### src/rtl/fetch_pkg.sv
// Shared types and constants for the IF-stage fetch controller.
package fetch_pkg;

    typedef enum logic [1:0] {
        IDLE,
        FETCH,
        DROP,
        STALL
    } fetch_state_t;

    localparam logic [31:0] NOP              = 32'h0000_0000;
    localparam logic [31:0] DEFAULT_RESET_PC = 32'h0000_0000;
    localparam int unsigned PC_INC           = 4;

endpackage

### src/rtl/fetch_hold_buf.sv
// Single-entry holding register for an instruction fetched while decode is stalled.
module fetch_hold_buf #(
    parameter int unsigned ADDR_W = 32
) (
    input  logic              clk,
    input  logic              rst,
    input  logic              load,
    input  logic              clear,
    input  logic [31:0]       instr_in,
    input  logic [ADDR_W-1:0] npc_in,
    output logic [31:0]       instr,
    output logic [ADDR_W-1:0] npc
);

    always_ff @(posedge clk) begin
        if (rst || clear) begin
            instr <= '0;
            npc   <= '0;
        end else if (load) begin
            instr <= instr_in;
            npc   <= npc_in;
        end
    end

endmodule

### src/rtl/fetch_ctrl.sv
// IF-stage sequencer: owns the PC, handshakes with instruction memory and loads IF/ID.
module fetch_ctrl
    import fetch_pkg::*;
#(
    parameter int unsigned       ADDR_W   = 32,
    parameter logic [ADDR_W-1:0] RESET_PC = ADDR_W'(DEFAULT_RESET_PC),
    parameter int unsigned       MAX_WAIT = 15
) (
    input  logic              clk,
    input  logic              rst,
    input  logic              ex_mem_pc_src,
    input  logic [ADDR_W-1:0] ex_mem_npc,
    input  logic              id_stall,
    output logic              imem_req,
    output logic [ADDR_W-1:0] imem_addr,
    input  logic              imem_ack,
    input  logic [31:0]       imem_rdata,
    output logic [31:0]       if_id_instr,
    output logic [ADDR_W-1:0] if_id_npc,
    output logic              if_id_valid,
    output logic              fetch_err
);

    localparam int unsigned       CNT_W      = $clog2(MAX_WAIT + 1);
    localparam logic [ADDR_W-1:0] ALIGN_MASK = ~ADDR_W'(3);

    fetch_state_t      state, state_n;
    logic [ADDR_W-1:0] pc, pc_n, tgt, tgt_n;
    logic [ADDR_W-1:0] pc_inc, redirect_pc;
    logic [31:0]       instr_n;
    logic [ADDR_W-1:0] npc_n;
    logic              valid_n;
    logic              buf_load, buf_clear;
    logic [31:0]       buf_instr;
    logic [ADDR_W-1:0] buf_npc;
    logic [CNT_W-1:0]  wait_cnt, wait_cnt_n;

    assign imem_req    = (state == FETCH) || (state == DROP);
    assign imem_addr   = pc;
    assign pc_inc      = pc + ADDR_W'(PC_INC);
    assign redirect_pc = ex_mem_npc & ALIGN_MASK;

    fetch_hold_buf #(
        .ADDR_W (ADDR_W)
    ) u_hold_buf (
        .clk      (clk),
        .rst      (rst),
        .load     (buf_load),
        .clear    (buf_clear),
        .instr_in (imem_rdata),
        .npc_in   (pc_inc),
        .instr    (buf_instr),
        .npc      (buf_npc)
    );

    // In DROP, pc keeps the outstanding address and tgt holds the redirect
    // target until the abandoned request is acknowledged.
    always_comb begin
        state_n   = state;
        pc_n      = pc;
        tgt_n     = tgt;
        instr_n   = if_id_instr;
        npc_n     = if_id_npc;
        valid_n   = if_id_valid;
        buf_load  = 1'b0;
        buf_clear = 1'b0;
        unique case (state)
            IDLE: begin
                state_n = FETCH;
                if (ex_mem_pc_src) begin
                    pc_n    = redirect_pc;
                    valid_n = 1'b0;
                    instr_n = NOP;
                end
            end
            FETCH: begin
                if (ex_mem_pc_src) begin
                    valid_n = 1'b0;
                    instr_n = NOP;
                    if (imem_ack) begin
                        pc_n = redirect_pc;
                    end else begin
                        tgt_n   = redirect_pc;
                        state_n = DROP;
                    end
                end else if (imem_ack) begin
                    pc_n = pc_inc;
                    if (id_stall) begin
                        buf_load = 1'b1;
                        state_n  = STALL;
                    end else begin
                        instr_n = imem_rdata;
                        npc_n   = pc_inc;
                        valid_n = 1'b1;
                    end
                end
            end
            DROP: begin
                if (ex_mem_pc_src) begin
                    tgt_n = redirect_pc;
                end
                if (imem_ack) begin
                    pc_n    = ex_mem_pc_src ? redirect_pc : tgt;
                    state_n = FETCH;
                end
            end
            STALL: begin
                if (ex_mem_pc_src) begin
                    pc_n      = redirect_pc;
                    valid_n   = 1'b0;
                    instr_n   = NOP;
                    buf_clear = 1'b1;
                    state_n   = FETCH;
                end else if (!id_stall) begin
                    instr_n   = buf_instr;
                    npc_n     = buf_npc;
                    valid_n   = 1'b1;
                    buf_clear = 1'b1;
                    state_n   = FETCH;
                end
            end
            default: state_n = IDLE;
        endcase
    end

    always_comb begin
        wait_cnt_n = wait_cnt;
        if (imem_ack) begin
            wait_cnt_n = '0;
        end else if (imem_req && (wait_cnt != CNT_W'(MAX_WAIT))) begin
            wait_cnt_n = wait_cnt + 1'b1;
        end
    end

    always_ff @(posedge clk) begin
        if (rst) begin
            state       <= IDLE;
            pc          <= RESET_PC & ALIGN_MASK;
            tgt         <= RESET_PC & ALIGN_MASK;
            if_id_instr <= NOP;
            if_id_npc   <= '0;
            if_id_valid <= 1'b0;
            wait_cnt    <= '0;
            fetch_err   <= 1'b0;
        end else begin
            state       <= state_n;
            pc          <= pc_n;
            tgt         <= tgt_n;
            if_id_instr <= instr_n;
            if_id_npc   <= npc_n;
            if_id_valid <= valid_n;
            wait_cnt    <= wait_cnt_n;
            if (wait_cnt_n == CNT_W'(MAX_WAIT)) begin
                fetch_err <= 1'b1;
            end
        end
    end

endmodule

### config.mk
export PLATFORM = sky130hd
export DESIGN_NAME = fetch_ctrl
export DESIGN_NICKNAME = d
export VERILOG_FILES = /design/src/rtl/fetch_pkg.sv /design/src/rtl/fetch_hold_buf.sv /design/src/rtl/fetch_ctrl.sv
export SDC_FILE = /design/constraint.sdc
export NUM_CORES = 1
export LEC_CHECK = 0
export CAP_MARGIN = 10
export CORE_MARGIN = 2
export CORE_UTILIZATION = 25
export DETAILED_ROUTE_END_ITERATION = 16
export GPL_ROUTABILITY_DRIVEN = 0
export GPL_TIMING_DRIVEN = 1
export PLACE_DENSITY = 0.49
export REMOVE_ABC_BUFFERS = 1
export SYNTH_ARGS = -nofsm -noshare
export SYNTH_HDL_FRONTEND = slang
export SYNTH_HIERARCHICAL = 1
export SYNTH_SLANG_ARGS = --single-unit
### constraint.sdc
create_clock -name clk -period 3.4 [get_ports clk]
set_input_delay 0.68 -clock clk [delete_from_list [all_inputs] [get_ports clk]]
set_output_delay 0.68 -clock clk [all_outputs]
set_load 0.005 [all_outputs]
## After elaboration in Yosys (flattened, before gate mapping)

Index checks and enable logic that the tools add are counted.

| cells by class | value |
|---|---|
| equal/unequal tests | 20 |
| mux-type cells | 46 |
| reductions and logical operators | 14 |
| add/sub/neg operators | 2 |
| shift-type cells | 0 |
| divide/modulo/power cells | 0 |
| $mul | 0 |
| magnitude comparators | 0 |
| bitwise operators | 0 |

Operator list:

| operator | number |
|---|---|
| $mux W32 | 19 |
| $pmux W32 S3 | 2 |
| $pmux W32 S2 | 2 |
| $add A32 B3 Y32 const B | 1 |
| $ne A2 B2 Y1 const B | 9 |
| $ne A3 B3 Y1 const B | 5 |
| $mux W2 | 7 |
| $mux W1 | 12 |
| $reduce_and A5 Y1 | 2 |
| $reduce_and A3 Y1 | 3 |
| $mux W4 | 2 |
| $pmux W2 S4 | 1 |
| $reduce_and A6 Y1 | 1 |
| $add A4 B1 Y4 const B | 1 |
| $eq A2 B2 Y1 const B | 2 |
| $eq A4 B4 Y1 const B | 1 |
| $ne A4 B4 Y1 const B | 1 |
| $reduce_bool A2 Y1 | 2 |
| $pmux W1 S3 | 1 |
| $reduce_bool A3 Y1 | 1 |
| $eq A2 B1 Y1 const B | 1 |
| $logic_not A2 Y1 | 1 |
| $logic_or A1 B1 Y1 | 2 |
| $ne A2 B1 Y1 const B | 1 |
| other kinds (2) | 2 |

| storage, ports and cells | value |
|---|---|
| bits in read-only memories | 0 |
| input port bits | 69 |
| logic and storage cells | 92 |
| register bits after elaboration | 200 |
| memories kept | 0 |
| latch bits | 0 |
| memory bits (writable) | 0 |
| output and inout port bits | 99 |

## Longest topological paths before layout

Gate-level depths: netlist of run 1.

| depth | value |
|---|---|
| depth after elaboration | 6 |
| gate-level depth with buffers | 10 |
| gate-level depth less buffers | 8 |

## Cells and area by module

The synthesis of run 1 kept the hierarchy.

Modules (own cells, without submodules):

| module | cells each | times used | area an instance (um2) | seq. area each (um2) |
|---|---|---|---|---|
| fetch_ctrl | 970 | 1 | 7,542.2 | 2,722.6 |
| fetch_hold_buf | 207 | 1 | 2,348.5 | 1,281.2 |

## Least setup slack after synthesis of run 1

Ideal clock, no wire load.

| path | value |
|---|---|
| kind | flip-flop to flip-flop |
| start point | register pc[11], in the netlist imem_addr[11] |
| end point | register if_id_npc[31] |
| buffers on the path | 3 |
| data required time | 3.326 ns |
| library setup time | 0.074 ns |
| data arrival time | 2.526 ns |
| stages on the path, launching flop included | 9 |
| clock period less this slack | 2.600 ns |
| setup slack | 0.800 ns |
| path through | dfxtp_1 > clkbuf_2 > nand4_4 > or4_1 > buf_2 > or4_1 > clkbuf_2 > or4_1 > a31oi_1 |

| between the ends | value |
|---|---|
| word-level cells in the longest chain between the ends | 5 |

Ends and longest elaborated chain:

| item | RTL line | RTL |
|---|---|---|
| from (decl) | fetch_ctrl.sv:28 | `logic [ADDR_W-1:0] pc, pc_n, tgt, tgt_n;` |
| from (signal assigned) | fetch_ctrl.sv:138 | `pc <= RESET_PC & ALIGN_MASK;` |
| from (signal assigned) | fetch_ctrl.sv:147 | `pc <= pc_n;` |
| $add A32 B3 Y32 | fetch_ctrl.sv:40 | `assign pc_inc = pc + ADDR_W'(PC_INC);` |
| $mux W32 | fetch_ctrl.sv:88 | `if (id_stall) begin` |
| $mux W32 | fetch_ctrl.sv:86 | `end else if (imem_ack) begin` |
| $mux W32 | fetch_ctrl.sv:77 | `if (ex_mem_pc_src) begin` |
| $pmux W32 S2 | fetch_ctrl.sv:67 | `unique case (state)` |
| to (signal assigned) | fetch_ctrl.sv:150 | `if_id_npc <= npc_n;` |
| to (decl) | fetch_ctrl.sv:19 | `output logic [ADDR_W-1:0] if_id_npc,` |

Every way passes these cells. The select of a mux whose other input is x is not followed.
A chain may end at the register's enable or synchronous reset.

## Worst setup path after layout of run 1

| path | value |
|---|---|
| start point | register pc[8], in the netlist imem_addr[8] |
| end point | register if_id_npc[31] |

Same word-level chain as after synthesis.

==> results of run 1 <==
## how the worst max path moves through the flow
stage | startpoint | endpoint | slack (ns) | cells past startpoint
2_1_floorplan | state[1] | if_id_instr[0] | -1.88 | 7
3_3_place_gp | imem_ack | if_id_instr[12] | 0.58 | 8
3_5_place_dp | imem_ack | if_id_instr[29] | 0.56 | 8
4_1_cts | imem_addr[8] | if_id_npc[31] | 0.59 | 5
5_1_grt | imem_addr[8] | if_id_npc[31] | 0.49 | 5
6_report | imem_addr[8] | if_id_npc[31] | 0.60 | 5
## Yosys cell counts, types with 3 or more instances
library cell / number / area [um2]
a211oi_1: 16 / 120
a21o_1: 3 / 22.5
a21oi_1: 88 / 440
a221oi_1: 9 / 78.8
a22o_1: 8 / 70.1
a22oi_1: 43 / 323
a2bb2oi_1: 3 / 26.3
a31oi_1: 14 / 87.6
and2_1: 4 / 25.0
and3_1: 15 / 93.8
and4_1: 3 / 26.3
buf_1: 9 / 33.8
buf_6: 8 / 90.1
buf_8: 6 / 90.1
clkbuf_1: 79 / 297
dfxtp_1: 200 / 4000
ha_1: 6 / 75.1
inv_1: 14 / 52.6
mux2i_1: 112 / 1120
nand2_1: 118 / 443
nand2b_1: 23 / 144
nand3_1: 31 / 155
nand3b_1: 3 / 22.5
nand4_1: 14 / 87.6
nor2_1: 162 / 608
nor2b_1: 10 / 62.6
nor3_1: 28 / 140
nor3b_1: 3 / 22.5
nor4_1: 13 / 81.3
o211ai_1: 17 / 128
o21ai_0: 20 / 100
o221a_2: 4 / 45.0
o2bb2ai_1: 3 / 26.3
or2_2: 4 / 25.0
or3_1: 3 / 18.8
or4_1: 6 / 45.0
xnor2_1: 20 / 175
xor2_1: 7 / 61.3
## power by group through the flow
stage          Clock [uW]  Sequential [uW]  Combinational (uW)
3_3_place_gp            0             2780                1850
3_5_place_dp            0             2790                1870
5_1_grt              2530             2770                2050
4_1_cts              2460             2730                1880
2_1_floorplan           0             2740                1010
6_report             2390             2730                1870
## layout make-up
cell class              instances  area (um2)
well taps                     518         648
multi-input cells             855        5320
clock buffers                  19         453
clock inverters                11         218
diodes                          4        10.0
repair buffers                207        1990
fillers                      4084       26100
inverters                      15        56.3
flip-flops and latches        200        4000
## per-stage QoR
stage | cells | cell area (um2) | power [uW]
finish | 1829 | 12700 | 6990
detailed placement | 1795 | 12000 | 4660
CTS | 1825 | 12700 | 7080
global placement | 1795 | 12000 | 4630
floorplan | 1070 | 9350 | 3750
global route | 1826 | 12700 | 7350
## cells by family (layout without fill, tap and decap cells)
group / count (synthesis) / count (layout)
AND/OR/NAND/NOR: 447 / 447
AO/OA/AOI/OAI: 261 / 261
flip-flops: 200 / 200
buffers and inverters: 122 / 252
multiplexers: 114 / 114
XOR/XNOR: 27 / 27
adder cells (fa/ha/maj): 6 / 6
other: 0 / 4
## metal layers
| layer | vias to the layer above | global-route usage, % |
|---|---|---|
| li1 | 4426 | - |
| met1 | 4351 | 21.1 |
| met2 | 224 | 26.8 |
| met3 | 25 | 4.61 |
| met4 | 0 | 4.14 |
| met5 | - | 0 |
## critical path, stage by stage (launching register included)
cell and delay, ns:
dfxtp_1 0.47, nand4_1 0.27, or4_1 0.66, or4_1 0.65, or4_1 0.51, a31oi_1 0.17
## sequential cells by signal, indices dropped and copies added, names as in the netlist
register and cells:
if_id_valid 1, imem_addr 32, u_hold_buf/npc 32, fetch_err 1
if_id_instr 32, u_hold_buf/instr 32, wait_cnt 4, if_id_npc 32
tgt 32, state 2
## cells in the final DEF (no fill, tap or decap), types with 23 or more instances in the layout
master	n
clkdlybuf4s50_1	163
dfxtp_1	200
a21oi_1	88
nand3_1	31
nand2b_1	23
mux2i_1	112
nor3_1	26
nand2_1	118
buf_4	42
nor2_1	162
a22oi_1	43
==> out/summary.txt, run 1 <==
Final Cycle Share - 82.4%
Routed Antenna Nets - 0
unique cell type count in the Yosys netlist - 70
mux cell area share after synthesis - 11.6%
Total Wirelength - 33.4 mm
CTS tree - built
Clock Tree Buf Depth - 2
Max Fclk - 357 MHz
H-tree depth - 4
GRT Resource Usage Total - 16.3%
number of flops mapped to enable cells by yosys - 0
Max Used Layer - met4
Slew HR - 45.3%
Via density - 4.93
endpoints failing setup - 0
initial antenna violation count - 4
pin count of the biggest net entering global routing - 69
Post-Synth Adder-Cell Area - 0.759%
CTS sink count - 200
reg2reg end - if_id_npc[31]
clock power share - 34.2%
Pins Over Slew Limit - 0
DRT Pass-1 Iters - 5
post-CTS setup buffer count - 0
residual DRC count - 0
Slew @ Worst Pin - 0.821 ns
Synth Instances - 1177
Hold Violations, Final - 0
Data required, critical path - 3.78 ns
core area - 0.0388 mm2
Nets - 1371
Post-synth ARST share - 0%
WL/cell - 18.3 um
DRT iter0 DRCs - 623
pre-CTS WS - 0.561 ns
WHS Endpoint - if_id_npc[18]
Psw - 2240 uW
layout cell share with drive strength beyond 1 - 7.35%
I/O Buffers - 165
hold depth - 2
vias in the first global route - 8811
CP Launch Type - register
maximum VDD drop - 0.000378 V
synthesized cell area - 0.00989 mm2
dominant synthesized flop cell - dfxtp_1
WL met2 - 15.6 mm
die span in x - 203 um
Final Skew - 0.0112 ns
CTS buffer count - 17
Hold Startpoint - if_id_npc[18]
clk root buf - clkbuf_16
Switching Fraction - 32.0%
setup ws final - 0.598 ns
fin util - 32.7%
FF-to-FF path depth - 5
crit path DAT - 3.18 ns
sequential power share - 39.1%
run status - finished, final reports clean
leakage power - 0.00445 uW
Min-Delay Path Class - register to register
sequential fraction of the synthesis area - 40.5%
worst r2r src - imem_addr[8]
row count - 72
# IOs - 168
first-pass GRT wire length - 52.6 mm
Setup Crit Path Kind - register to register
CTS Hold Bufs - 0
clock-pin slew of the registers on the worst-case setup and hold paths - 0.08 ns
worst-case hold slack - 0.454 ns
chip height - 203 um
setup TNS - 0 ns
Tmin final - 2.80 ns
Clock Latency Late Sink - 0.45 ns
FF-to-FF setup slack - 0.60 ns
post-CTS sizing - 0
Power Density - 550 mW/mm2
largest family of logic cells by synthesized area - simple AND/OR/NAND/NOR gates
initial core utilization - 25.5%
via count - 9026
Compound-Gate Fraction of Synth Area - 17.8%
Post-DP HPWL - 22.7 mm
Yosys reg bits - 200
internal power - 4750 uW
total die area - 0.0412 mm2
post-synthesis area per instance - 8.40 um2
RSZ-0062 raised after global routing - false
Synthesis Warnings - 6
critical path peak fanout - 7
CP Capture Type - register
simple logic cell fraction of the synthesized area - 21.0%
Synth Area in XOR/XNOR - 2.39%
combinational power share - 26.7%
met1 WL - 15.1 mm
MaxCap Viol Count - 0
WL met3 - 2.17 mm
grt ovf - 0
area growth from synthesis to layout - 28.4%
No activity file was read; power rests on OpenSTA's default activity.
==> run 2: changes to the inputs <==
==> constraint.sdc (replaced) <==
create_clock -name clk -period 2.7 [get_ports clk]
set_input_delay 0.54 -clock clk [delete_from_list [all_inputs] [get_ports clk]]
set_output_delay 0.54 -clock clk [all_outputs]
set_load 0.005 [all_outputs]
==> out/summary.txt, run 2 (synthesized netlist as in run 1, its figures left out) <==
endpoints failing setup - 0 (unchanged)
fin util - 33.3% (was 32.7%)
row count - 72 (unchanged)
Setup Crit Path Kind - register to output port (was register to register)
Data required, critical path - 2.16 ns (was 3.78 ns)
Max Fclk - 392 MHz
setup TNS - 0 ns (unchanged)
total die area - 0.0412 mm2 (unchanged)
run status - finished, final reports clean (unchanged)
clk root buf - clkbuf_16 (unchanged)
fill count - 4066 (was 4084)
WL/cell - 18.1 um (was 18.3 um)
clock-pin slew of the registers on the worst-case setup and hold paths - 0.08 ns (about the same)
layout cell share with drive strength beyond 1 - 9.84% (was 7.35%)
Tmin final - 2.55 ns
RSZ-0062 raised after global routing - false (unchanged)
post-CTS setup buffer count - 0 (unchanged)
crit path DAT - 2.01 ns (was 3.18 ns)
Routed Antenna Nets - 0 (unchanged)
grt ovf - 0 (unchanged)
GRT Resource Usage Total - 16.3% (about the same)
initial antenna violation count - 1 (was 4)
Pins Over Slew Limit - 0 (unchanged)
initial core utilization - 25.5% (unchanged)
# IOs - 168 (unchanged)
DRT Pass-1 Iters - 5 (unchanged)
MaxCap Viol Count - 0 (unchanged)
Final Cycle Share - 94.4%
Nets - 1404 (was 1371)
Via density - 4.95 (was 4.93)
pin count of the biggest net entering global routing - 75 (was 69)
CTS buffer count - 17 (unchanged)
DRT iter0 DRCs - 457 (was 623)
most common cell after layout, fill and taps aside - dfxtp_1 (unchanged)
dpl cells - 1828 (was 1795)
Slew HR - 36.9% (was 45.3%)
Final Skew - 0.0153 ns (was 0.0112 ns)
critical path peak fanout - 6 (was 7)
Clock Tree Buf Depth - 2 (unchanged)
maximum VDD drop - 0.000538 V (was 0.000378 V)
core area - 0.0388 mm2 (unchanged)
Min-Delay Path Class - register to register (unchanged)
leakage power - 0.00460 uW (was 0.00445 uW)
die span in x - 203 um (unchanged)
CTS tree - built (unchanged)
CTS sink count - 200 (unchanged)
H-tree depth - 4 (unchanged)
Slew @ Worst Pin - 0.947 ns (was 0.821 ns)
Power Density - 660 mW/mm2 (was 550 mW/mm2)
Clock Latency Late Sink - 0.45 ns (about the same)
via count - 9214 (was 9026)
residual DRC count - 0 (unchanged)
first-pass GRT wire length - 52.3 mm (was 52.6 mm)
area growth from synthesis to layout - 30.6% (was 28.4%)
I/O Buffers - 165 (unchanged)
post-route non-filler standard cell count - 1861 (was 1829)
vias in the first global route - 8817 (was 8811)
Post-DP HPWL - 23.3 mm (was 22.7 mm)
commonest cells after routing, fill and taps aside - 199 x dfxtp_1, 163 x clkdlybuf4s50_1, 162 x nor2_1, 118 x nand2_1, 112 x mux2i_1 (was 200 x dfxtp_1, 163 x clkdlybuf4s50_1, 162 x nor2_1, 118 x nand2_1, 112 x mux2i_1)
chip height - 203 um (unchanged)
CP Capture Type - output port (was register)
Total Wirelength - 33.7 mm (was 33.4 mm)
CP Launch Type - register (unchanged)
Hold Violations, Final - 0 (unchanged)
[run 2: cell type report]
| type | count | area, um2 | area share (%) |
|---|---|---|---|
| Multi-Input combinational cell | 855 | 5330 | 41.2 |
| Inverter | 15 | 56.3 | 0.436 |
| Antenna cell | 1 | 2.50 | 0.0194 |
| Clock buffer | 18 | 429 | 3.32 |
| Sequential cell | 200 | 4010 | 31.0 |
| Timing Repair Buffer | 240 | 2310 | 17.9 |
| Tap cell | 518 | 648 | 5.02 |
| Clock inverter | 14 | 140 | 1.08 |
[run 2: path summary, 6_finish.rpt]
kind,depth (start not counted),start,to,slack [ns]
setup reg to reg,5,imem_addr[3],if_id_npc[31],0.19
hold / removal,2,if_id_npc[10],if_id_npc[10],0.45
setup / recovery,4,state[1],imem_req,0.15
hold reg to reg,2,if_id_npc[10],if_id_npc[10],0.45
[run 2: repair_timing]
item                       in CTS  in global routing
hold buffers                    0                  0
gates resized for setup         1                  1
setup endpoints to repair       1                  1
[run 2: stage by stage]
stage	power, uW	instance area (um2)	setup WS, ns	hold WS (ns)
2_1_floorplan	4720	9350	-2.58	0.428
3_3_place_gp	5990	12300	0.0877	0.439
3_5_place_dp	6010	12300	0.0653	0.444
4_1_cts	8640	12900	0.0412	0.447
5_1_grt	9010	12900	0.0217	0.449
6_report	8530	12900	0.151	0.454
[run 2: critical path, stage by stage, from the launching register on]
cell and delay (ns):
dfxtp_1 0.39, inv_1 0.10, ha_2 0.40, buf_4 0.16
clkdlybuf4s50_1 0.50
[run 2: power breakdown]
part | leakage, uW | internal, uW | switching, uW
clock | 0.000279 | 1300 | 1290
sequential | 0.00162 | 3160 | 170
combinational | 0.00270 | 1150 | 1450
[run 2: metal layers]
layer	share of wire, %	track usage [%]	vias up
met2	47	26.7	244
met4	1.5	3.86	0
li1	-	-	4496
met5	0	0	-
met1	46	21.3	4450
met3	6.2	4.53	24
